--- config.mk ---
export PLATFORM = sky130hd
export DESIGN_NAME = uart_core_cfg
export DESIGN_NICKNAME = d
export VERILOG_FILES = /design/src/rtl/uart_cfg_pkg.sv /design/src/rtl/uart_baud_tick.sv /design/src/rtl/uart_core_cfg.sv
export SDC_FILE = /design/constraint.sdc
export NUM_CORES = 1
export LEC_CHECK = 0
export CORE_UTILIZATION = 30
export DETAILED_ROUTE_END_ITERATION = 12
export SKIP_CTS_REPAIR_TIMING = 1
export SLEW_MARGIN = 10
export SYNTH_ARGS = -nofsm -noshare
export SYNTH_HDL_FRONTEND = slang
export SYNTH_SLANG_ARGS = --single-unit
--- constraint.sdc ---
create_clock -name clk -period 1.5 [get_ports clk]
set_input_delay 0.3 -clock clk [delete_from_list [all_inputs] [get_ports clk]]
set_output_delay 0.3 -clock clk [all_outputs]
set_load 0.03 [all_outputs]
--- src/rtl/uart_cfg_pkg.sv ---
// rtl/uart_cfg_pkg.sv - shared constants and state encodings for uart_core_cfg
package uart_cfg_pkg;

  localparam int PAR_NONE   = 0;
  localparam int PAR_ODD    = 1;
  localparam int PAR_EVEN   = 2;

  localparam int OVERSAMPLE = 16;
  localparam int MID_SAMPLE = 8;

  typedef enum logic [2:0] {
    TX_IDLE,
    TX_START,
    TX_DATA,
    TX_PARITY,
    TX_STOP
  } tx_state_e;

  typedef enum logic [2:0] {
    RX_IDLE,
    RX_START,
    RX_DATA,
    RX_PARITY,
    RX_STOP,
    RX_WAIT_HIGH
  } rx_state_e;

endpackage

--- src/rtl/uart_baud_tick.sv ---
// rtl/uart_baud_tick.sv - free-running 16x oversample tick generator
module uart_baud_tick
  import uart_cfg_pkg::*;
#(
  parameter int CLK_FREQ  = 1000000,
  parameter int BAUD_RATE = 9600
) (
  input  logic clk,
  input  logic rst,
  output logic tick
);

  localparam int DIV = CLK_FREQ / (BAUD_RATE * OVERSAMPLE);
  localparam int CW  = (DIV > 1) ? $clog2(DIV) : 1;

  generate
    if (DIV < 1) begin : g_bad_div
      $error("uart_baud_tick: clock too slow for 16x oversampling at this baud rate");
    end
  endgenerate

  logic [CW-1:0] cnt_q, cnt_d;

  assign tick = (cnt_q == CW'(DIV - 1));

  always_comb begin
    cnt_d = tick ? '0 : cnt_q + 1'b1;
  end

  always_ff @(posedge clk) begin
    if (rst) cnt_q <= '0;
    else     cnt_q <= cnt_d;
  end

endmodule

--- src/rtl/uart_core_cfg.sv ---
// rtl/uart_core_cfg.sv - full-duplex UART, parametrised framing, shared baud tick
module uart_core_cfg
  import uart_cfg_pkg::*;
#(
  parameter int CLK_FREQ  = 1000000,
  parameter int BAUD_RATE = 9600,
  parameter int DATA_BITS = 8,
  parameter int PARITY    = 0,
  parameter int STOP_BITS = 1
) (
  input  logic                 clk,
  input  logic                 rst,
  input  logic [DATA_BITS-1:0] tx_data,
  input  logic                 tx_valid,
  output logic                 tx_ready,
  output logic                 tx,
  output logic                 tx_done,
  input  logic                 rx,
  output logic [DATA_BITS-1:0] rx_data,
  output logic                 rx_valid,
  output logic                 rx_parity_err,
  output logic                 rx_frame_err,
  output logic                 rx_busy
);

  localparam logic [3:0] LAST_TICK = 4'(OVERSAMPLE - 1);
  localparam logic [3:0] MID_TICK  = 4'(MID_SAMPLE - 1);
  localparam logic [3:0] LAST_DATA = 4'(DATA_BITS - 1);
  localparam logic [3:0] LAST_STOP = 4'(STOP_BITS - 1);
  localparam logic       ODD_FLIP  = (PARITY == PAR_ODD);

  generate
    if (DATA_BITS < 5 || DATA_BITS > 9 || PARITY < 0 || PARITY > 2 ||
        STOP_BITS < 1 || STOP_BITS > 2) begin : g_bad_param
      $error("uart_core_cfg: illegal DATA_BITS/PARITY/STOP_BITS");
    end
  endgenerate

  logic tick;

  uart_baud_tick #(.CLK_FREQ(CLK_FREQ), .BAUD_RATE(BAUD_RATE)) u_baud_tick (
    .clk (clk),
    .rst (rst),
    .tick(tick)
  );

  tx_state_e              tx_state_q, tx_state_d;
  logic [3:0]             tx_tick_q, tx_tick_d;
  logic [3:0]             tx_bit_q, tx_bit_d;
  logic [DATA_BITS-1:0]   tx_shift_q, tx_shift_d;
  logic                   tx_par_q, tx_par_d;
  logic                   tx_bit_end;

  assign tx_bit_end = tick && (tx_tick_q == LAST_TICK);

  always_comb begin
    tx_state_d = tx_state_q;
    tx_tick_d  = tx_tick_q;
    tx_bit_d   = tx_bit_q;
    tx_shift_d = tx_shift_q;
    tx_par_d   = tx_par_q;
    tx_ready   = (tx_state_q == TX_IDLE);
    tx_done    = 1'b0;
    tx         = 1'b1;
    if (tx_state_q != TX_IDLE && tick) tx_tick_d = tx_tick_q + 4'd1;
    case (tx_state_q)
      TX_IDLE: begin
        if (tx_valid) begin
          tx_shift_d = tx_data;
          tx_par_d   = (^tx_data) ^ ODD_FLIP;
          tx_tick_d  = 4'd0;
          tx_bit_d   = 4'd0;
          tx_state_d = TX_START;
        end
      end
      TX_START: begin
        tx = 1'b0;
        if (tx_bit_end) tx_state_d = TX_DATA;
      end
      TX_DATA: begin
        tx = tx_shift_q[0];
        if (tx_bit_end) begin
          tx_shift_d = tx_shift_q >> 1;
          tx_bit_d   = tx_bit_q + 4'd1;
          if (tx_bit_q == LAST_DATA) begin
            tx_bit_d   = 4'd0;
            tx_state_d = (PARITY == PAR_NONE) ? TX_STOP : TX_PARITY;
          end
        end
      end
      TX_PARITY: begin
        tx = tx_par_q;
        if (tx_bit_end) tx_state_d = TX_STOP;
      end
      TX_STOP: begin
        if (tx_bit_end) begin
          tx_bit_d = tx_bit_q + 4'd1;
          if (tx_bit_q == LAST_STOP) begin
            tx_done    = 1'b1;
            tx_state_d = TX_IDLE;
          end
        end
      end
      default: tx_state_d = TX_IDLE;
    endcase
  end

  always_ff @(posedge clk) begin
    if (rst) begin
      tx_state_q <= TX_IDLE;
      tx_tick_q  <= 4'd0;
      tx_bit_q   <= 4'd0;
      tx_shift_q <= '0;
      tx_par_q   <= 1'b0;
    end else begin
      tx_state_q <= tx_state_d;
      tx_tick_q  <= tx_tick_d;
      tx_bit_q   <= tx_bit_d;
      tx_shift_q <= tx_shift_d;
      tx_par_q   <= tx_par_d;
    end
  end

  rx_state_e              rx_state_q, rx_state_d;
  logic                   rx_s1_q, rx_s2_q;
  logic [3:0]             rx_tick_q, rx_tick_d;
  logic [3:0]             rx_bit_q, rx_bit_d;
  logic [DATA_BITS-1:0]   rx_shift_q, rx_shift_d;
  logic                   rx_par_q, rx_par_d;
  logic [DATA_BITS-1:0]   rx_data_q, rx_data_d;
  logic                   rx_valid_q, rx_valid_d;
  logic                   rx_perr_q, rx_perr_d;
  logic                   rx_ferr_q, rx_ferr_d;
  logic                   rx_sample;

  // Start bit is sampled half a bit after detect; every later bit a full bit apart.
  assign rx_sample = tick &&
                     (rx_tick_q == ((rx_state_q == RX_START) ? MID_TICK : LAST_TICK));

  always_comb begin
    rx_state_d = rx_state_q;
    rx_tick_d  = rx_tick_q;
    rx_bit_d   = rx_bit_q;
    rx_shift_d = rx_shift_q;
    rx_par_d   = rx_par_q;
    rx_data_d  = rx_data_q;
    rx_valid_d = 1'b0;
    rx_perr_d  = rx_perr_q;
    rx_ferr_d  = rx_ferr_q;
    if (rx_state_q inside {RX_START, RX_DATA, RX_PARITY, RX_STOP} && tick)
      rx_tick_d = rx_sample ? 4'd0 : rx_tick_q + 4'd1;
    case (rx_state_q)
      RX_IDLE: begin
        if (!rx_s2_q) begin
          rx_tick_d  = 4'd0;
          rx_bit_d   = 4'd0;
          rx_state_d = RX_START;
        end
      end
      RX_START: begin
        if (rx_sample) rx_state_d = rx_s2_q ? RX_IDLE : RX_DATA;
      end
      RX_DATA: begin
        if (rx_sample) begin
          rx_shift_d = {rx_s2_q, rx_shift_q[DATA_BITS-1:1]};
          rx_bit_d   = rx_bit_q + 4'd1;
          if (rx_bit_q == LAST_DATA) begin
            rx_bit_d   = 4'd0;
            rx_state_d = (PARITY == PAR_NONE) ? RX_STOP : RX_PARITY;
          end
        end
      end
      RX_PARITY: begin
        if (rx_sample) begin
          rx_par_d   = rx_s2_q;
          rx_state_d = RX_STOP;
        end
      end
      RX_STOP: begin
        if (rx_sample) begin
          rx_valid_d = 1'b1;
          rx_data_d  = rx_shift_q;
          rx_perr_d  = (PARITY != PAR_NONE) && ((^rx_shift_q) ^ rx_par_q ^ ODD_FLIP);
          rx_ferr_d  = !rx_s2_q;
          rx_state_d = rx_s2_q ? RX_IDLE : RX_WAIT_HIGH;
        end
      end
      RX_WAIT_HIGH: begin
        if (rx_s2_q) rx_state_d = RX_IDLE;
      end
      default: rx_state_d = RX_IDLE;
    endcase
  end

  always_ff @(posedge clk) begin
    if (rst) begin
      rx_s1_q    <= 1'b1;
      rx_s2_q    <= 1'b1;
      rx_state_q <= RX_IDLE;
      rx_tick_q  <= 4'd0;
      rx_bit_q   <= 4'd0;
      rx_shift_q <= '0;
      rx_par_q   <= 1'b0;
      rx_data_q  <= '0;
      rx_valid_q <= 1'b0;
      rx_perr_q  <= 1'b0;
      rx_ferr_q  <= 1'b0;
    end else begin
      rx_s1_q    <= rx;
      rx_s2_q    <= rx_s1_q;
      rx_state_q <= rx_state_d;
      rx_tick_q  <= rx_tick_d;
      rx_bit_q   <= rx_bit_d;
      rx_shift_q <= rx_shift_d;
      rx_par_q   <= rx_par_d;
      rx_data_q  <= rx_data_d;
      rx_valid_q <= rx_valid_d;
      rx_perr_q  <= rx_perr_d;
      rx_ferr_q  <= rx_ferr_d;
    end
  end

  assign rx_data       = rx_data_q;
  assign rx_valid      = rx_valid_q;
  assign rx_parity_err = rx_perr_q;
  assign rx_frame_err  = rx_ferr_q;
  assign rx_busy       = (rx_state_q != RX_IDLE);

endmodule

==> impl_metrics.toml <==
[finish]
antennaDiodeCount = 0
regArea_um2 = 1110
final_nets = 406
num-fill-cells = 848
drive_above_1_share = 0.363
area.growth.synth_to_final_pct = 47.9
multi_input_area_um2 = 1680

[pwr]
power.internal_w = 0.00275
peakVddDrop_v = 0.000535
netSwitchingPower_w = 0.000980
pwr-share-seq = 0.411
leakage_nw = 1.78
netSwitchingFraction = 0.263
cellPowerDensity_nw_per_um2 = 946
clockPowerShare = 0.319
comb_power_share = 0.270

[route]
drt_iter0_markers = 57
via_count = 2368
dr.pass1.iters = 4
wl_per_cell_um = 12.6
ant_nets = 0
drt-vias-per-instance = 4.77
drc_errors = 0
drt_wl_total_um = 6250

[grt]
grt-ovfl-total = 0
antenna_found_initial = 0
grt_max_degree = 18
track_usage = 0.135
grt_pass1_wl_um = 10100
grt_pass1_vias = 2317

[logic_synthesis]
synth.largest_area_cell = "dfxtp_1"
ys_top_cells_by_area = "dfxtp_1 41%, mux2i_1 7.1%, nor2_1 6.3%"
ys_warn_count = 0
yosys_register_bits = 54
yosysTopAreaCellShare = 0.405
synth.distinct_cells = 61
synth.avg_cell_area_um2 = 8.78
synth-edff-count = 0
syn-instance-count = 304
ys.flop_type = "dfxtp_1"
async_reset_ff_frac = 0
syn_area_um2 = 2670
yosysSeqAreaShare = 0.405
synth_nets = 323

[placement]
io_buffers = 25
post-place-ws_ns = -0.393
place_hpwl_um = 4200
place_congestion = 0.779

[clock_tree]
cts_root_buffer = "clkbuf_8"
cts_tree = "done"
clk_latency_ns = 0.31
cts_made_buffers = 5
cts_htree_levels = 2
clock-sinks = 54
cts_buffer_depth = 2
clk_pin_slew_worst_paths_ns = 0.10

[floorplan]
die_x_um = 96.3
initial_core_util = 0.308
die_area_um2 = 9280
ios = 27
die_h_um = 96.3
rows = 34
core_um2 = 8680

[timing]
setup-tns-final_ns = -1.14
max_freq_ghz = 0.548
rsz0062_at_grt = "true"
hold_viol = 0
fin_crit_sh = 1.22
skew_ns = 0.00811
drv_slew = 0
fin_crit_ns = 1.83
setup_slack_ns = -0.326
finalSetupViolCount = 18

[worst_setup_path]
start_kind = "flop"
critPathRequiredTime_ns = 1.20
slowest_stage = "dfxtp_2"
max_stage_delay_ns = 0.34
cp_cell_sequence = "inv_2 > ha_4 > and2_4 > nand3b_1 > nor3_4 > buf_6"
worst-path-max-fanout = 7
cp_top_family = "simple AND/OR/NAND/NOR gates"
worst-setup-path-type = "reg2out"
crit_buf_inv = 2
worstPathArrival_ns = 1.53
r2r_setup_slack_ns = -0.16
crit_path_end_kind = "output pin"

[job]
cap_violations = 0

[status]
violations = "negative setup slack"
status = "finished with violations"

[worst_hold_path]
min_path_type = "in2reg"
-- per-stage QoR --
stage | std cells | hold slack (ns) | instance area (um^2) | util | power [W]
final | 496 | 0.365 | 3950 | 0.455 | 0.00373
after global routing | 496 | 0.396 | 3950 | 0.455 | 0.00389
after CTS | 474 | 0.359 | 3520 | 0.405 | 0.00345
after global placement | 466 | 0.407 | 3370 | 0.389 | 0.00226
after floorplan | 304 | 0.389 | 2770 | - | 0.00205
after detailed placement | 466 | 0.401 | 3370 | 0.389 | 0.00227
-- worst paths after layout --
path / from / end / cells after the start
worst max register to register: u_baud_tick.cnt_q[1] / rx_tick_q[3] / 7
worst min-delay path: rst / rx_frame_err / 2
worst max-delay path: u_baud_tick.cnt_q[1] / tx_done / 6
worst min register to register: rx_s1_q / rx_s2_q / 1
-- layout make-up --
type	instances	area share
Tap cell	108	0.0342
Timing Repair Buffer	94	0.216
Sequential cell	54	0.281
Clock inverter	2	0.0152
Inverter	8	0.00761
Multi-Input combinational cell	224	0.425
Clock buffer	6	0.0209
-- state kept, by name, indices dropped and copies added, names as in the netlist --
register,flops
rx_tick_q,4
rx_state_q,3
rx_shift_q,8
rx_s2_q,1
tx_tick_q,4
tx_shift_q,8
rx_frame_err,1
tx_bit_q,4
rx_data,8
u_baud_tick.cnt_q,3
rx_s1_q,1
tx_par_q,1
tx_state_q,3
rx_valid,1
rx_bit_q,4
-- metal layers --
layer,vias to the layer above,GRT usage,part of all wire
met5,-,0,0
met4,0,0.0392,0.012
met3,7,0.0221,0.019
met2,25,0.235,0.49
met1,1111,0.171,0.48
li1,1225,-,-
-- power groups by stage --
stage               logic (W)  clock network (W)  registers (W)
finish                0.00101            0.00119        0.00153
global placement     0.000690                  0        0.00157
floorplan            0.000512                  0        0.00154
CTS                  0.000704            0.00122        0.00153
global route          0.00108            0.00126        0.00154
detailed placement   0.000702                  0        0.00157
-- Yosys cell counts, types with 4 or more instances --
| cell | count |
|---|---|
| inv_1 | 8 |
| nand2_1 | 24 |
| mux2i_1 | 19 |
| nand3_1 | 8 |
| clkbuf_1 | 6 |
| or2_2 | 4 |
| and3_1 | 4 |
| ha_1 | 7 |
| nor3_1 | 6 |
| buf_2 | 6 |
| nor3b_1 | 4 |
| xnor2_1 | 9 |
| nor2_1 | 45 |
| dfxtp_1 | 54 |
| nand4_1 | 4 |
| nor2b_1 | 4 |
| buf_4 | 6 |
| a21oi_1 | 24 |
-- placed cells by master, fill, tap and decap left out, types with 3 or more instances in the layout --
cell type,count
nor2b_1,4
xnor2_1,9
inv_1,7
buf_4,57
a21oi_1,22
xor2_1,3
o31ai_1,3
nand2_1,22
nor3b_1,3
dfxtp_2,5
a21oi_2,3
nand4_1,4
ha_1,4
nor2_2,3
dfxtp_4,6
clkbuf_8,6
nor3_1,4
mux2i_1,18
nand3_1,8
a31oi_1,3
dfxtp_1,43
buf_6,12
or2_4,3
clkdlybuf4s50_1,10
nor2_1,42
dlymetal6s2s_1,10
-- logic make-up (layout without fill, tap and decap cells) --
logic type               count (synthesis)  count (layout)  share of synthesized area
multiplexers                            19              19                     0.0713
adder cells (fa/ha/maj)                  7               7                     0.0328
buffers and inverters                   28             110                     0.0563
XOR/XNOR                                13              13                     0.0455
AO/OA/AOI/OAI                           55              56                      0.137
flip-flops                              54              54                      0.405
other                                    1               1                    0.00141
AND/OR/NAND/NOR                        127             128                      0.251
-- worst reg2reg max path, cell delays in order (launching register included) --
cell     delay [ns]
dfxtp_2        0.34
inv_2          0.06
ha_4           0.15
and2_4         0.19
buf_4          0.14
nand3_4        0.07
or4_1          0.52
a21oi_2        0.14
(Power assumes the default switching activity.)
